## src/rtl/memory_access.sv

```systemverilog
// Memory-access pipeline stage: data-memory loads/stores over a req/ack bus, pass-through otherwise.
// Optional ack watchdog enabled by defining MEMORY_ACCESS_TIMEOUT_EN.
package memory_access_pkg;
  localparam int unsigned XLEN   = 32;
  localparam int unsigned REG_AW = 5;

  localparam logic [1:0] RD_ALU    = 2'd0;
  localparam logic [1:0] RD_MEMORY = 2'd1;
  localparam logic [1:0] RD_PC     = 2'd2;

  localparam logic [1:0] MASK_BYTE = 2'b00;
  localparam logic [1:0] MASK_HALF = 2'b01;
  localparam logic [1:0] MASK_WORD = 2'b10;

  typedef struct packed {
    logic       memory_we;
    logic [1:0] reg_rd_src;
    logic [1:0] memory_mask;
    logic       sign_ext;
    logic       ebreak;
  } instruction_t;

  typedef struct packed {
    logic [REG_AW-1:0] target;
    logic [XLEN-1:0]   value;
    logic [XLEN-1:0]   store_value;
  } stage_data_t;

  typedef struct packed {
    logic            valid;
    logic            ready;
    logic [XLEN-1:0] pc;
    instruction_t    instruction;
    stage_data_t     data;
  } stage_status_t;

  typedef struct packed {
    logic [REG_AW-1:0] target;
    logic [XLEN-1:0]   value;
    logic              valid;
  } forwarding_data_status_t;
endpackage

module memory_access
  import memory_access_pkg::*;
#(
  parameter int unsigned TIMEOUT_CYCLES = 255
) (
  input  logic                    clk,
  input  logic                    rst,
  input  logic                    flush,
  input  stage_status_t           stage_in,
  output stage_status_t           stage_out,
  output forwarding_data_status_t data_out,
  output logic                    mem_req,
  output logic                    mem_we,
  output logic [XLEN-1:0]         mem_address,
  output logic [3:0]              mem_byte_en,
  output logic [XLEN-1:0]         mem_write_data,
  input  logic                    mem_ack,
  input  logic [XLEN-1:0]         mem_read_data,
  output logic                    misaligned,
  output logic                    bus_error
);

  typedef enum logic [1:0] {S_IDLE, S_WAIT_ACK, S_DONE} state_t;

  state_t          r_state, w_next_state;
  stage_status_t   r_stage;
  logic            r_squash;
  logic [XLEN-1:0] r_load;
  logic            r_mem_req;
  logic            r_misaligned;

  logic            w_mem_op, w_accept, w_misalign_in;
  logic            w_timeout, w_timed_out;
  logic [1:0]      w_lane;
  logic [XLEN-1:0] w_shifted, w_load_aligned;
  logic            w_store, w_squash_done;
  logic            w_unused;

  assign w_unused = ^{stage_in.ready, 32'(TIMEOUT_CYCLES)};

  assign w_mem_op = stage_in.valid &&
                    (stage_in.instruction.memory_we || stage_in.instruction.reg_rd_src == RD_MEMORY);
  assign w_accept = w_mem_op && !flush && (r_state != S_WAIT_ACK);
  assign w_misalign_in =
      ((stage_in.instruction.memory_mask == MASK_HALF) && stage_in.data.value[0]) ||
      (stage_in.instruction.memory_mask[1] && (stage_in.data.value[1:0] != 2'b00));

`ifdef MEMORY_ACCESS_TIMEOUT_EN
  localparam int unsigned CNT_W = ($clog2(TIMEOUT_CYCLES + 1) > 8) ? $clog2(TIMEOUT_CYCLES + 1) : 8;
  logic [CNT_W-1:0] r_cnt;
  logic             r_timed_out;
  logic             r_bus_error;

  assign w_timeout   = (r_state == S_WAIT_ACK) && !mem_ack && (r_cnt == CNT_W'(TIMEOUT_CYCLES - 1));
  assign w_timed_out = r_timed_out;
  assign bus_error   = r_bus_error;

  // Ack watchdog: counts cycles spent in WAIT_ACK
  always_ff @(posedge clk or posedge rst) begin
    if (rst) begin
      r_cnt       <= '0;
      r_timed_out <= 1'b0;
      r_bus_error <= 1'b0;
    end else begin
      r_cnt       <= (r_state == S_WAIT_ACK) ? r_cnt + CNT_W'(1) : '0;
      r_bus_error <= w_timeout;
      if (w_accept)
        r_timed_out <= 1'b0;
      else if (w_timeout)
        r_timed_out <= 1'b1;
    end
  end
`else
  assign w_timeout   = 1'b0;
  assign w_timed_out = 1'b0;
  assign bus_error   = 1'b0;
`endif

  // Lane selection and load alignment from the latched address
  always_comb begin
    w_lane = 2'b00;
    case (r_stage.instruction.memory_mask)
      MASK_BYTE: w_lane = r_stage.data.value[1:0];
      MASK_HALF: w_lane = {r_stage.data.value[1], 1'b0};
      default:   w_lane = 2'b00;
    endcase
    w_shifted      = mem_read_data >> {w_lane, 3'b000};
    w_load_aligned = mem_read_data;
    case (r_stage.instruction.memory_mask)
      MASK_BYTE: w_load_aligned = {{24{r_stage.instruction.sign_ext & w_shifted[7]}}, w_shifted[7:0]};
      MASK_HALF: w_load_aligned = {{16{r_stage.instruction.sign_ext & w_shifted[15]}}, w_shifted[15:0]};
      default:   w_load_aligned = mem_read_data;
    endcase
  end

  always_ff @(posedge clk or posedge rst) begin
    if (rst) r_state <= S_IDLE;
    else     r_state <= w_next_state;
  end

  always_comb begin
    w_next_state = r_state;
    case (r_state)
      S_IDLE:     if (w_accept) w_next_state = w_misalign_in ? S_DONE : S_WAIT_ACK;
      S_WAIT_ACK: if (mem_ack || w_timeout) w_next_state = S_DONE;
      S_DONE:     if (w_accept) w_next_state = w_misalign_in ? S_DONE : S_WAIT_ACK;
                  else          w_next_state = S_IDLE;
      default:    w_next_state = S_IDLE;
    endcase
  end

  // Instruction latch, load capture and bus request
  always_ff @(posedge clk or posedge rst) begin
    if (rst) begin
      r_stage      <= '0;
      r_squash     <= 1'b0;
      r_load       <= '0;
      r_mem_req    <= 1'b0;
      r_misaligned <= 1'b0;
    end else begin
      r_mem_req    <= (w_next_state == S_WAIT_ACK);
      r_misaligned <= w_accept && w_misalign_in;
      if (w_accept) begin
        r_stage  <= stage_in;
        r_squash <= 1'b0;
        r_load   <= '0;
      end else if (r_state == S_WAIT_ACK) begin
        if (flush)   r_squash <= 1'b1;
        if (mem_ack) r_load   <= w_load_aligned;
      end
    end
  end

  assign w_store       = r_stage.instruction.memory_we;
  assign w_squash_done = r_squash || flush;

  always_comb begin
    stage_out       = stage_in;
    stage_out.ready = 1'b1;
    data_out.target = stage_in.data.target;
    data_out.value  = stage_in.data.value;
    data_out.valid  = stage_in.valid && (stage_in.data.target != '0);
    case (r_state)
      S_IDLE: begin
        if (w_mem_op) begin
          stage_out.valid = 1'b0;
          stage_out.ready = !w_accept;
          data_out.valid  = 1'b0;
        end
      end
      S_WAIT_ACK: begin
        stage_out       = r_stage;
        stage_out.valid = 1'b0;
        stage_out.ready = 1'b0;
        data_out.target = r_stage.data.target;
        data_out.value  = '0;
        data_out.valid  = 1'b0;
      end
      S_DONE: begin
        stage_out                    = r_stage;
        stage_out.valid              = !w_squash_done;
        stage_out.ready              = 1'b1;
        stage_out.instruction.ebreak = r_stage.instruction.ebreak | w_timed_out;
        stage_out.data.value         = w_store ? r_stage.data.value : r_load;
        stage_out.data.target        = (w_store || w_squash_done) ? '0 : r_stage.data.target;
        data_out.target              = stage_out.data.target;
        data_out.value               = w_store ? '0 : r_load;
        data_out.valid               = !w_store && !w_squash_done && (r_stage.data.target != '0);
      end
      default: ;
    endcase
  end

  // Bus outputs are held at zero whenever no request is outstanding
  assign mem_req        = r_mem_req;
  assign mem_we         = r_mem_req & r_stage.instruction.memory_we;
  assign mem_address    = r_mem_req ? {r_stage.data.value[XLEN-1:2], 2'b00} : '0;
  assign misaligned     = r_misaligned;
  assign mem_byte_en    = !r_mem_req ? 4'b0000 :
                          (r_stage.instruction.memory_mask == MASK_BYTE) ? (4'b0001 << w_lane) :
                          (r_stage.instruction.memory_mask == MASK_HALF) ? (4'b0011 << w_lane) : 4'b1111;
  assign mem_write_data = !r_mem_req ? '0 :
                          (r_stage.instruction.memory_mask == MASK_BYTE) ? {4{r_stage.data.store_value[7:0]}} :
                          (r_stage.instruction.memory_mask == MASK_HALF) ? {2{r_stage.data.store_value[15:0]}} :
                          r_stage.data.store_value;

endmodule

```

## config.mk

```make
export PLATFORM = sky130hd
export DESIGN_NAME = memory_access
export DESIGN_NICKNAME = d
export VERILOG_FILES = /design/src/rtl/memory_access.sv
export SDC_FILE = /design/constraint.sdc
export NUM_CORES = 1
export LEC_CHECK = 0
export BUFFER_PORTS_ARGS = -buffer_cell sky130_fd_sc_hd__buf_2
export CORE_MARGIN = 2
export CORE_UTILIZATION = 35
export CTS_CLUSTER_DIAMETER = 150
export DETAILED_ROUTE_END_ITERATION = 6
export GPL_TIMING_DRIVEN = 0
export PLACE_DENSITY = 0.59
export SKIP_LAST_GASP = 1
export SYNTH_ARGS = -nofsm -noshare
export SYNTH_HDL_FRONTEND = slang
export SYNTH_SLANG_ARGS = --single-unit
```

## constraint.sdc

```tcl
create_clock -name clk -period 7.7 [get_ports clk]
set_input_delay 2.31 -clock clk [delete_from_list [all_inputs] [get_ports clk]]
set_output_delay 2.31 -clock clk [all_outputs]
set_load 0.05 [all_outputs]
```

==> results of run 1 <==
-- cells by family after synthesis --
| kind of cell | Yosys count |
|---|---|
| compound gates | 358 |
| fa+ha+maj | 8 |
| buf+inv | 231 |
| flops | 145 |
| mux | 20 |
| other cells | 1 |
| simple gates | 379 |
-- flip-flops by register name, indices dropped and copies added (netlist names) --
signal      cells
r_squash        1
mem_req         1
w_store         1
r_load         32
r_stage       107
misaligned      1
r_state         2
-- worst max-delay path by stage --
stage                  from             end  cells after the start
3_3_place_gp            rst     r_stage[21]                      2
3_5_place_dp   stage_in[73]  stage_out[108]                      7
2_1_floorplan         flush     data_out[0]                      2
6_report       stage_in[73]  stage_out[108]                      7
5_1_grt        stage_in[73]  stage_out[108]                      7
4_1_cts        stage_in[73]  stage_out[108]                      7
-- worst register-to-register path: stages, from the launching register on --
cell      delay, ps
dfrtp_1         420
inv_1           100
ha_1            160
buf_6           140
nor2_4           50
o211ai_2        100
buf_2           340
buf_2           420
clkbuf_1        400
o21ai_0         140
-- power groups by stage --
stage	clock [mW]	combinational [mW]	sequential, mW
floorplan	0	2.56	1.20
global placement	0	3.40	1.26
detailed placement	0	3.42	1.27
CTS	0.852	3.43	1.26
global route	0.881	3.63	1.30
finish	0.841	3.42	1.26
-- cell usage in the layout (no fill, tap or decap), types with 5 or more instances in the layout --
cell type	instances
nor2b_1	20
nor2_1	25
buf_2	384
mux2i_1	19
o22ai_1	6
a22o_1	32
clkbuf_1	49
o21a_1	5
clkbuf_16	17
nand2_1	254
nand2b_1	17
o32ai_1	8
nand3_1	7
and2_1	39
a21o_1	32
dfrtp_1	145
a221oi_1	8
o21ai_0	228
buf_4	10
a211oi_1	6
inv_6	5
inv_1	141
ha_1	8
a21oi_1	23
-- metal layers --
layer,GRT usage,share of wire,vias up,wire length [µm]
met5,0,0.00067,-,24
met2,0.4639,0.47,439,17010
met1,0.3446,0.42,4443,15120
li1,-,-,4491,-
met3,0.06154,0.076,56,2713
met4,0.09292,0.028,4,989
-- layout make-up --
type,instances,area share
tap,324,0.03513
clock buffer,18,0.03719
sequential,145,0.3144
buffer,88,0.03632
inverter,143,0.04716
multi-input combinational,768,0.3577
timing repair buffer,362,0.1590
antenna,2,0.0004337
clock inverter,14,0.01269
-- Yosys cell counts (17+ instances only) --
cell / number
mux2i_1: 19
a21oi_1: 23
and2_1: 39
a21o_1: 32
dfrtp_1: 145
a22o_1: 32
nand2_1: 254
nor2b_1: 20
o21ai_0: 228
inv_1: 142
clkbuf_1: 48
buf_2: 23
nand2b_1: 17
nor2_1: 25
-- stage by stage --
stage	power (mW)	instance area (µm²)	hold WS (ps)
6_report	5.519	11540	481.1
5_1_grt	5.810	11540	511.9
4_1_cts	5.536	11530	486.0
3_5_place_dp	4.687	10960	469.9
3_3_place_gp	4.664	10930	461.2
2_1_floorplan	3.761	8715	449.7
==> metrics.cfg, run 1 <==
[critical_path]
crit_family=buffers and inverters
worstPathMaxFanout=10
cpMostUsedCell=buf_2
r2r-end=r_stage[21]
timing.rr.start=r_state[1]
cp-end-kind=primary output
cpPeakStageDelay_ps=340
crit_slowest_cell=buf_2
cp.required_ps=5390
ff2ff_setup_slack_ps=5310
crit_arrival_ps=3890
path_class=in -> out
crit_path_cell_trace=buf_2 > nor2b_1 > o211ai_2 > buf_2 > buf_2 > a211o_1 > buf_2
crit_buf_inv=4
cp-start-kind=primary input
reg2reg_depth=9

[sta]
rsz0062_at_grt=no
setup_ws_ps=1505
slew_headroom=0.4343
setup_viol=0
period_minus_slack_ps=6195
clock.fmax_mhz=161.4
fin_tns_setup_ps=0
finalCritPeriodShare=0.8046
finalHoldViolCount=0
finalClockSkew_ps=14.65
worst_pin_slew_ps=848.6
drv_slew=0

[placement]
post-dp-hpwl_um=27790
dpl.cell_count=1830
portBuffers=361
gp_congestion=0.9079
dp_slack_ps=1496

[clocking]
cts_max_level=4
cts_root_buf=clkbuf_16
ctsHoldBuffers=0
cts_sinks=145
cts_tree=yes
cts_buffer_depth=2
cts_buffers=17
cts_setup_buffers=0
worstSkewPairLatency_ps=440
cts_resized=0
cts.clk_slew.worst_paths_ps=70

[min_path]
worst_hold_path_type=reg -> reg
hold_depth=2
worstHoldStart=r_stage[102]
min_to=r_stage[102]

[cells_and_area]
multiInputGateArea_mm2=0.004128
drive_gt1_frac=0.2867
area_delta_synth_final_pct=32.53
nets=1679
final_core_util=0.4731
fin_cells=1864
fill_cells=2593
regArea_mm2=0.003628

[detailed_routing]
drc=0
first_iter_violations=646
postRouteAntennaNets=0
wl_per_cell_um=19.24
vias=9433
viasPerCell=5.061
wl_um=35860
first_pass_iters=5

[yosys]
syn_avg_cell_area_um2=7.624
yosys-top-cells-area=dfrtp_1 (42%), o21ai_0 (13%), nand2_1 (11%)
synth_ff_type=dfrtp_1
async_flop_share=1.000
synth_top_family_by_area=compound AO/OA/AOI/OAI gates
synthAdderAreaFrac=0.01150
synth-seq-cells=145
synth-simple-area-share=0.1946
synth-compound-area-share=0.2436
synth_cell_type_count=48
synthCells=1142
synth_top_cell_by_area=dfrtp_1
synthMuxAreaShare=0.02314
synth_edf_count=0
yosys_warnings=0
synth_top_area_share=0.4167
netlist_area_mm2=0.008707
yosysSeqAreaShare=0.4167
synth-xor-area-share=0

[power_and_ir_drop]
vdd_ir_drop_max_uv=446.1
p_sw_frac=0.5861
pwr-share-clk=0.152
p_leak_nw=6.366
internal-power_mw=2.284
p_comb_frac=0.619
seq_power_share=0.229
power_density_mw_per_mm2=478.2
power_switching_mw=3.235

[global_routing]
grt_usage=0.2731
gr-total-overflow=0
grt_max_degree=92
antenna_found_initial=4
grt_pass1_wl_um=54420
grt_pass1_vias=9346

[die]
num_rows=57
ioPinCount=366
start_util=0.3570
dieArea_mm2=0.02616
die_w_um=161.7
die_h_um=161.7
core_area_mm2=0.02439

[run]
maxCapViolations=0

[status]
status=finished, final reports clean

(Power assumes the default switching activity.)
==> run 2: changes to the inputs <==
PLACE_DENSITY = 0.61   (was 0.59)
clock period = 5.35 ns   (was 7.7 ns; I/O delays follow)
==> metrics.cfg, run 2 (synthesis gave the netlist of run 1 again) <==
[power_and_ir_drop]
power_switching_mw=4.593  ; +42%
p_comb_frac=0.615  ; -0.004
seq_power_share=0.228  ; about the same
pwr-share-clk=0.158  ; +0.006
p_leak_nw=6.394  ; +0.44%
p_sw_frac=0.5747  ; -0.01144
vdd_ir_drop_max_uv=353.0  ; -21%
power_density_mw_per_mm2=688.3  ; +44%
internal-power_mw=3.399  ; +49%

[clocking]
cts_resized=0  ; unchanged
cts.clk_slew.worst_paths_ps=60  ; about the same
cts_tree=yes
worstSkewPairLatency_ps=430  ; about the same
cts_max_level=4  ; unchanged
ctsHoldBuffers=0  ; unchanged
cts_buffers=17  ; unchanged
cts_root_buf=clkbuf_16
cts_setup_buffers=0  ; unchanged
cts_buffer_depth=2  ; unchanged
cts_sinks=145  ; unchanged

[die]
ioPinCount=366  ; unchanged
die_w_um=161.7  ; unchanged
num_rows=57  ; unchanged
die_h_um=161.7  ; unchanged
core_area_mm2=0.02439  ; unchanged
start_util=0.3570  ; unchanged
dieArea_mm2=0.02616  ; unchanged

[global_routing]
grt_pass1_wl_um=53970  ; -0.83%
grt_pass1_vias=9365  ; +0.20%
grt_max_degree=41  ; -55%
gr-total-overflow=0  ; unchanged
grt_usage=0.2707  ; -0.002456
antenna_found_initial=2  ; -2

[placement]
post-dp-hpwl_um=27690  ; -0.38%
dpl.cell_count=1833  ; +0.16%
gp_congestion=0.8870  ; -2.3%
portBuffers=361  ; unchanged

[sta]
finalCritPeriodShare=0.9643
rsz0062_at_grt=no
drv_slew=0  ; unchanged
finalClockSkew_ps=12.02  ; -2.628 ps
worst_pin_slew_ps=901.9  ; +53.29 ps
clock.fmax_mhz=193.8
fin_tns_setup_ps=0  ; unchanged
slew_headroom=0.3987  ; -0.03553
period_minus_slack_ps=5159
setup_viol=0  ; unchanged
finalHoldViolCount=0  ; unchanged

[detailed_routing]
wl_per_cell_um=19.14  ; -0.53%
first_pass_iters=5  ; unchanged
viasPerCell=5.077  ; +0.32%
first_iter_violations=651  ; +0.77%
wl_um=35640  ; -0.64%
vias=9453  ; +0.21%
postRouteAntennaNets=0  ; unchanged
drc=0  ; unchanged

[run]
maxCapViolations=0  ; unchanged

[status]
status=finished, final reports clean

[critical_path]
crit_path_cell_trace=inv_1 > ha_1 > buf_2 > clkbuf_1 > o21ai_0 > o22ai_1 > buf_4 > buf_2
worstPathMaxFanout=10  ; unchanged
cp-end-kind=primary output
crit_slowest_cell=clkbuf_1
cpMostUsedCell=buf_2
path_class=reg -> out
cp-start-kind=flop
crit_arrival_ps=3550  ; -340 ps
cpPeakStageDelay_ps=650  ; +310 ps
cp.required_ps=3740  ; -1650 ps

[cells_and_area]
fin_cells=1862  ; -0.11%
final_cell_mix=buf_2 (384), nand2_1 (254), o21ai_0 (228), dfrtp_1 (145), inv_1 (141)
nets=1682  ; +0.18%
reg_top3=r_stage: 107 flops, r_load: 32 flops, r_state: 2 flops
regArea_mm2=0.003628  ; unchanged
multiInputGateArea_mm2=0.004128  ; unchanged
fill_cells=2541  ; -2.0%
drive_gt1_frac=0.2869  ; about the same
layout_commonest_cell=buf_2
area_delta_synth_final_pct=33.34
largest_register_ffs=107  ; unchanged
regMostFlops=r_stage

[min_path]
worst_hold_path_type=reg -> reg

-- run 2: cell type report --
class / count / share of cell area
multi-input cells: 768 / 0.3555
flip-flops and latches: 145 / 0.3125
repair buffers: 365 / 0.1625
inverters: 143 / 0.04677
clock buffers: 20 / 0.04020
plain buffers: 88 / 0.03610
well taps: 324 / 0.03492
clock inverters: 8 / 0.01121
diodes: 1 / 0.0002155
-- run 2: per-layer routing --
| metal | global-route usage | vias to the layer above | wire (µm) |
|---|---|---|---|
| met5 | 0 | - | 0 |
| met4 | 0.1030 | 0 | 1098 |
| met3 | 0.05669 | 69 | 2523 |
| met2 | 0.4627 | 442 | 17090 |
| met1 | 0.3374 | 4445 | 14930 |
| li1 | - | 4497 | - |
-- run 2: worst paths after layout --
| kind | start | cells after the start | to | slack (ps) |
|---|---|---|---|---|
| max in group asynchronous | rst | 4 | r_stage[0] | 3350 |
| worst min register to register | r_stage[107] | 2 | r_stage[107] | 480 |
| worst max register to register | r_state[1] | 10 | r_stage[32] | 2930 |
| min in group asynchronous | rst | 2 | r_stage[57] | 1180 |
| worst min-delay path | r_stage[107] | 2 | r_stage[107] | 480 |
| worst max-delay path | r_state[1] | 8 | stage_out[66] | 190 |
-- run 2: stage by stage --
step	total power [mW]	hold WS (ps)	setup slack [ps]	util	instance area (µm²)
floorplan	5.414	449.7	259.3	-	8718
finish	7.992	478.7	191.1	0.4760	11610
global placement	6.706	460.2	593.2	0.4481	10930
CTS	8.021	483.8	182.8	0.4759	11610
global route	8.399	502.9	36.47	0.4760	11610
detailed placement	6.748	470.9	584.0	0.4514	11010
-- run 2: power by group through the flow --
| stage | logic (mW) | clock network [mW] | registers (mW) |
|---|---|---|---|
| final | 4.91 | 1.26 | 1.82 |
| after global routing | 5.21 | 1.31 | 1.88 |
| after global placement | 4.89 | 0 | 1.82 |
| after CTS | 4.93 | 1.27 | 1.81 |
| after detailed placement | 4.92 | 0 | 1.83 |
| after floorplan | 3.69 | 0 | 1.72 |
-- run 2: critical path, delay by kind of cell (launching register included) --
| kind | cells | cell delay, ps |
|---|---|---|
| buffers and inverters | 5 | 1440 |
| adders and majority gates | 1 | 410 |
| DFF | 1 | 410 |
| AOI/OAI and AO/OA | 2 | 870 |
==> run 3: changes to the inputs <==
PLACE_DENSITY = 0.59   (was 0.61)
clock period = 5.4 ns   (was 5.35 ns; I/O delays follow)
==> metrics.cfg, run 3 (synthesis gave the netlist of run 1 again) <==
[clocking]
ctsHoldBuffers=0  ; unchanged
worstSkewPairLatency_ps=420  ; about the same
cts_resized=0  ; unchanged
cts_tree=yes
cts.clk_slew.worst_paths_ps=70  ; about the same
cts_buffers=17  ; unchanged
cts_root_buf=clkbuf_16
cts_sinks=145  ; unchanged
cts_setup_buffers=0  ; unchanged
cts_max_level=4  ; unchanged
cts_buffer_depth=2  ; unchanged

[global_routing]
grt.busiest_layer=met2
grt_max_degree=39  ; -4.9%
grt_pass1_wl_um=53520  ; -0.83%
grtUsageMet1=0.3448  ; +0.007397
grt_use_met2=0.4600  ; -0.002720
gr-usage-met3=0.05950  ; +0.002809
grt_usage=0.2689  ; -0.001753
antenna_found_initial=3  ; +1
gr-total-overflow=0  ; unchanged
grt_pass1_vias=9070  ; -3.2%

[placement]
post-dp-hpwl_um=27930  ; +0.86%
dp_slack_ps=499.2  ; -84.75 ps
gp_congestion=0.8875  ; about the same
portBuffers=361  ; unchanged

[sta]
finalCritPeriodShare=0.9347
setup_viol=0  ; unchanged
worst_pin_slew_ps=830.9  ; -71.03 ps
slew_headroom=0.4461  ; +0.04736
finalHoldViolCount=0  ; unchanged
fin_tns_setup_ps=0  ; unchanged
finalClockSkew_ps=10.30  ; -1.721 ps
drv_slew=0  ; unchanged
setup_ws_ps=352.6  ; +161.4 ps
period_minus_slack_ps=5047
clock.fmax_mhz=198.1
rsz0062_at_grt=no

[cells_and_area]
fill_cells=2534  ; -0.28%
regMostFlops=r_stage
drive_gt1_frac=0.2881  ; +0.001202
nets=1682  ; unchanged
final_cell_mix=buf_2 (384), nand2_1 (254), o21ai_0 (228), dfrtp_1 (145), inv_1 (141)
layout_commonest_cell=buf_2
area_delta_synth_final_pct=33.61
largest_register_ffs=107  ; unchanged
reg_top3=r_stage: 107 flops, r_load: 32 flops, r_state: 2 flops

[critical_path]
worstPathMaxFanout=10  ; unchanged
cp.required_ps=3780  ; +40 ps
cp-end-kind=primary output
path_class=reg -> out
cp-start-kind=flop
crit_arrival_ps=3430  ; -120 ps
ff2ff_setup_slack_ps=2970  ; +40 ps

[die]
ioPinCount=366  ; unchanged
core_area_mm2=0.02439  ; unchanged
start_util=0.3570  ; unchanged
dieArea_mm2=0.02616  ; unchanged
die_w_um=161.7  ; unchanged
num_rows=57  ; unchanged
die_h_um=161.7  ; unchanged

[detailed_routing]
vias=9401  ; -0.55%
first_iter_violations=671  ; +3.1%
viasPerCell=5.038  ; -0.76%
wl_per_cell_um=19.16  ; +0.10%
wl_um=35750  ; +0.32%
drc=0  ; unchanged
postRouteAntennaNets=0  ; unchanged
first_pass_iters=5  ; unchanged

[power_and_ir_drop]
power_density_mw_per_mm2=683.3  ; -0.73%
fin_total_pwr_mw=7.950  ; -0.52%
vdd_ir_drop_max_uv=453.3  ; +28%
p_leak_nw=6.415  ; +0.32%

[status]
status=finished, final reports clean

[min_path]
worst_hold_path_type=reg -> reg

[run]
maxCapViolations=0  ; unchanged

[run 3: changes by cell type in the layout (fill, tap and decap cells not counted)]
cell        before  now
clkinvlp_4       4    2
clkinv_2         0    1
inv_8            0    4
inv_6            2    4
clkbuf_8         3    0
clkbuf_1        48   49
clkinv_4         0    1
[run 3: metal layers]
layer	routed length, µm	vias up
li1	-	4507
met5	22	-
met3	2699	37
met1	15110	4430
met2	17270	423
met4	653	4
[run 3: worst paths after layout]
check	from	end	depth (start not counted)
setup / recovery	r_state[1]	stage_out[64]	8
hold / removal	r_stage[106]	r_stage[106]	2
setup reg to reg	r_state[1]	r_stage[19]	9
hold reg to reg	r_stage[106]	r_stage[106]	2
max in group asynchronous	rst	r_stage[30]	4
min in group asynchronous	rst	r_stage[48]	2
[run 3: layout make-up]
| cell class | instances | area, µm² | share of cell area |
|---|---|---|---|
| repair buffers | 365 | 1887 | 0.1622 |
| diodes | 1 | 2.502 | 0.0002151 |
| flip-flops and latches | 145 | 3628 | 0.3119 |
| multi-input cells | 768 | 4128 | 0.3548 |
| clock inverters | 14 | 191.4 | 0.01646 |
| inverters | 143 | 543.0 | 0.04668 |
| well taps | 324 | 405.4 | 0.03485 |
| clock buffers | 18 | 429.2 | 0.03689 |
| plain buffers | 88 | 419.2 | 0.03603 |
[run 3: per-stage QoR]
step / util / instance area (µm²) / hold WS (ps) / std cells
2_1_floorplan: - / 8718 / 449.7 / 1144
3_3_place_gp: 0.4481 / 10930 / 460.5 / 1829
3_5_place_dp: 0.4514 / 11010 / 470.1 / 1833
4_1_cts: 0.4769 / 11630 / 486.8 / 1865
5_1_grt: 0.4769 / 11630 / 507.2 / 1865
6_report: 0.4770 / 11630 / 481.7 / 1866
[run 3: worst max-delay path: stages, from the launching register on]
cell and delay (ps):
dfrtp_1 420, inv_1 90, ha_1 390, buf_2 290
clkbuf_1 550, o21ai_0 430, o22ai_1 410, buf_4 170
buf_2 250
[run 3: where the power goes]
group | total, mW | switching, mW | internal [mW]
sequential | 1.80 | 0.321 | 1.48
clock | 1.29 | 0.540 | 0.747
combinational | 4.87 | 3.73 | 1.13
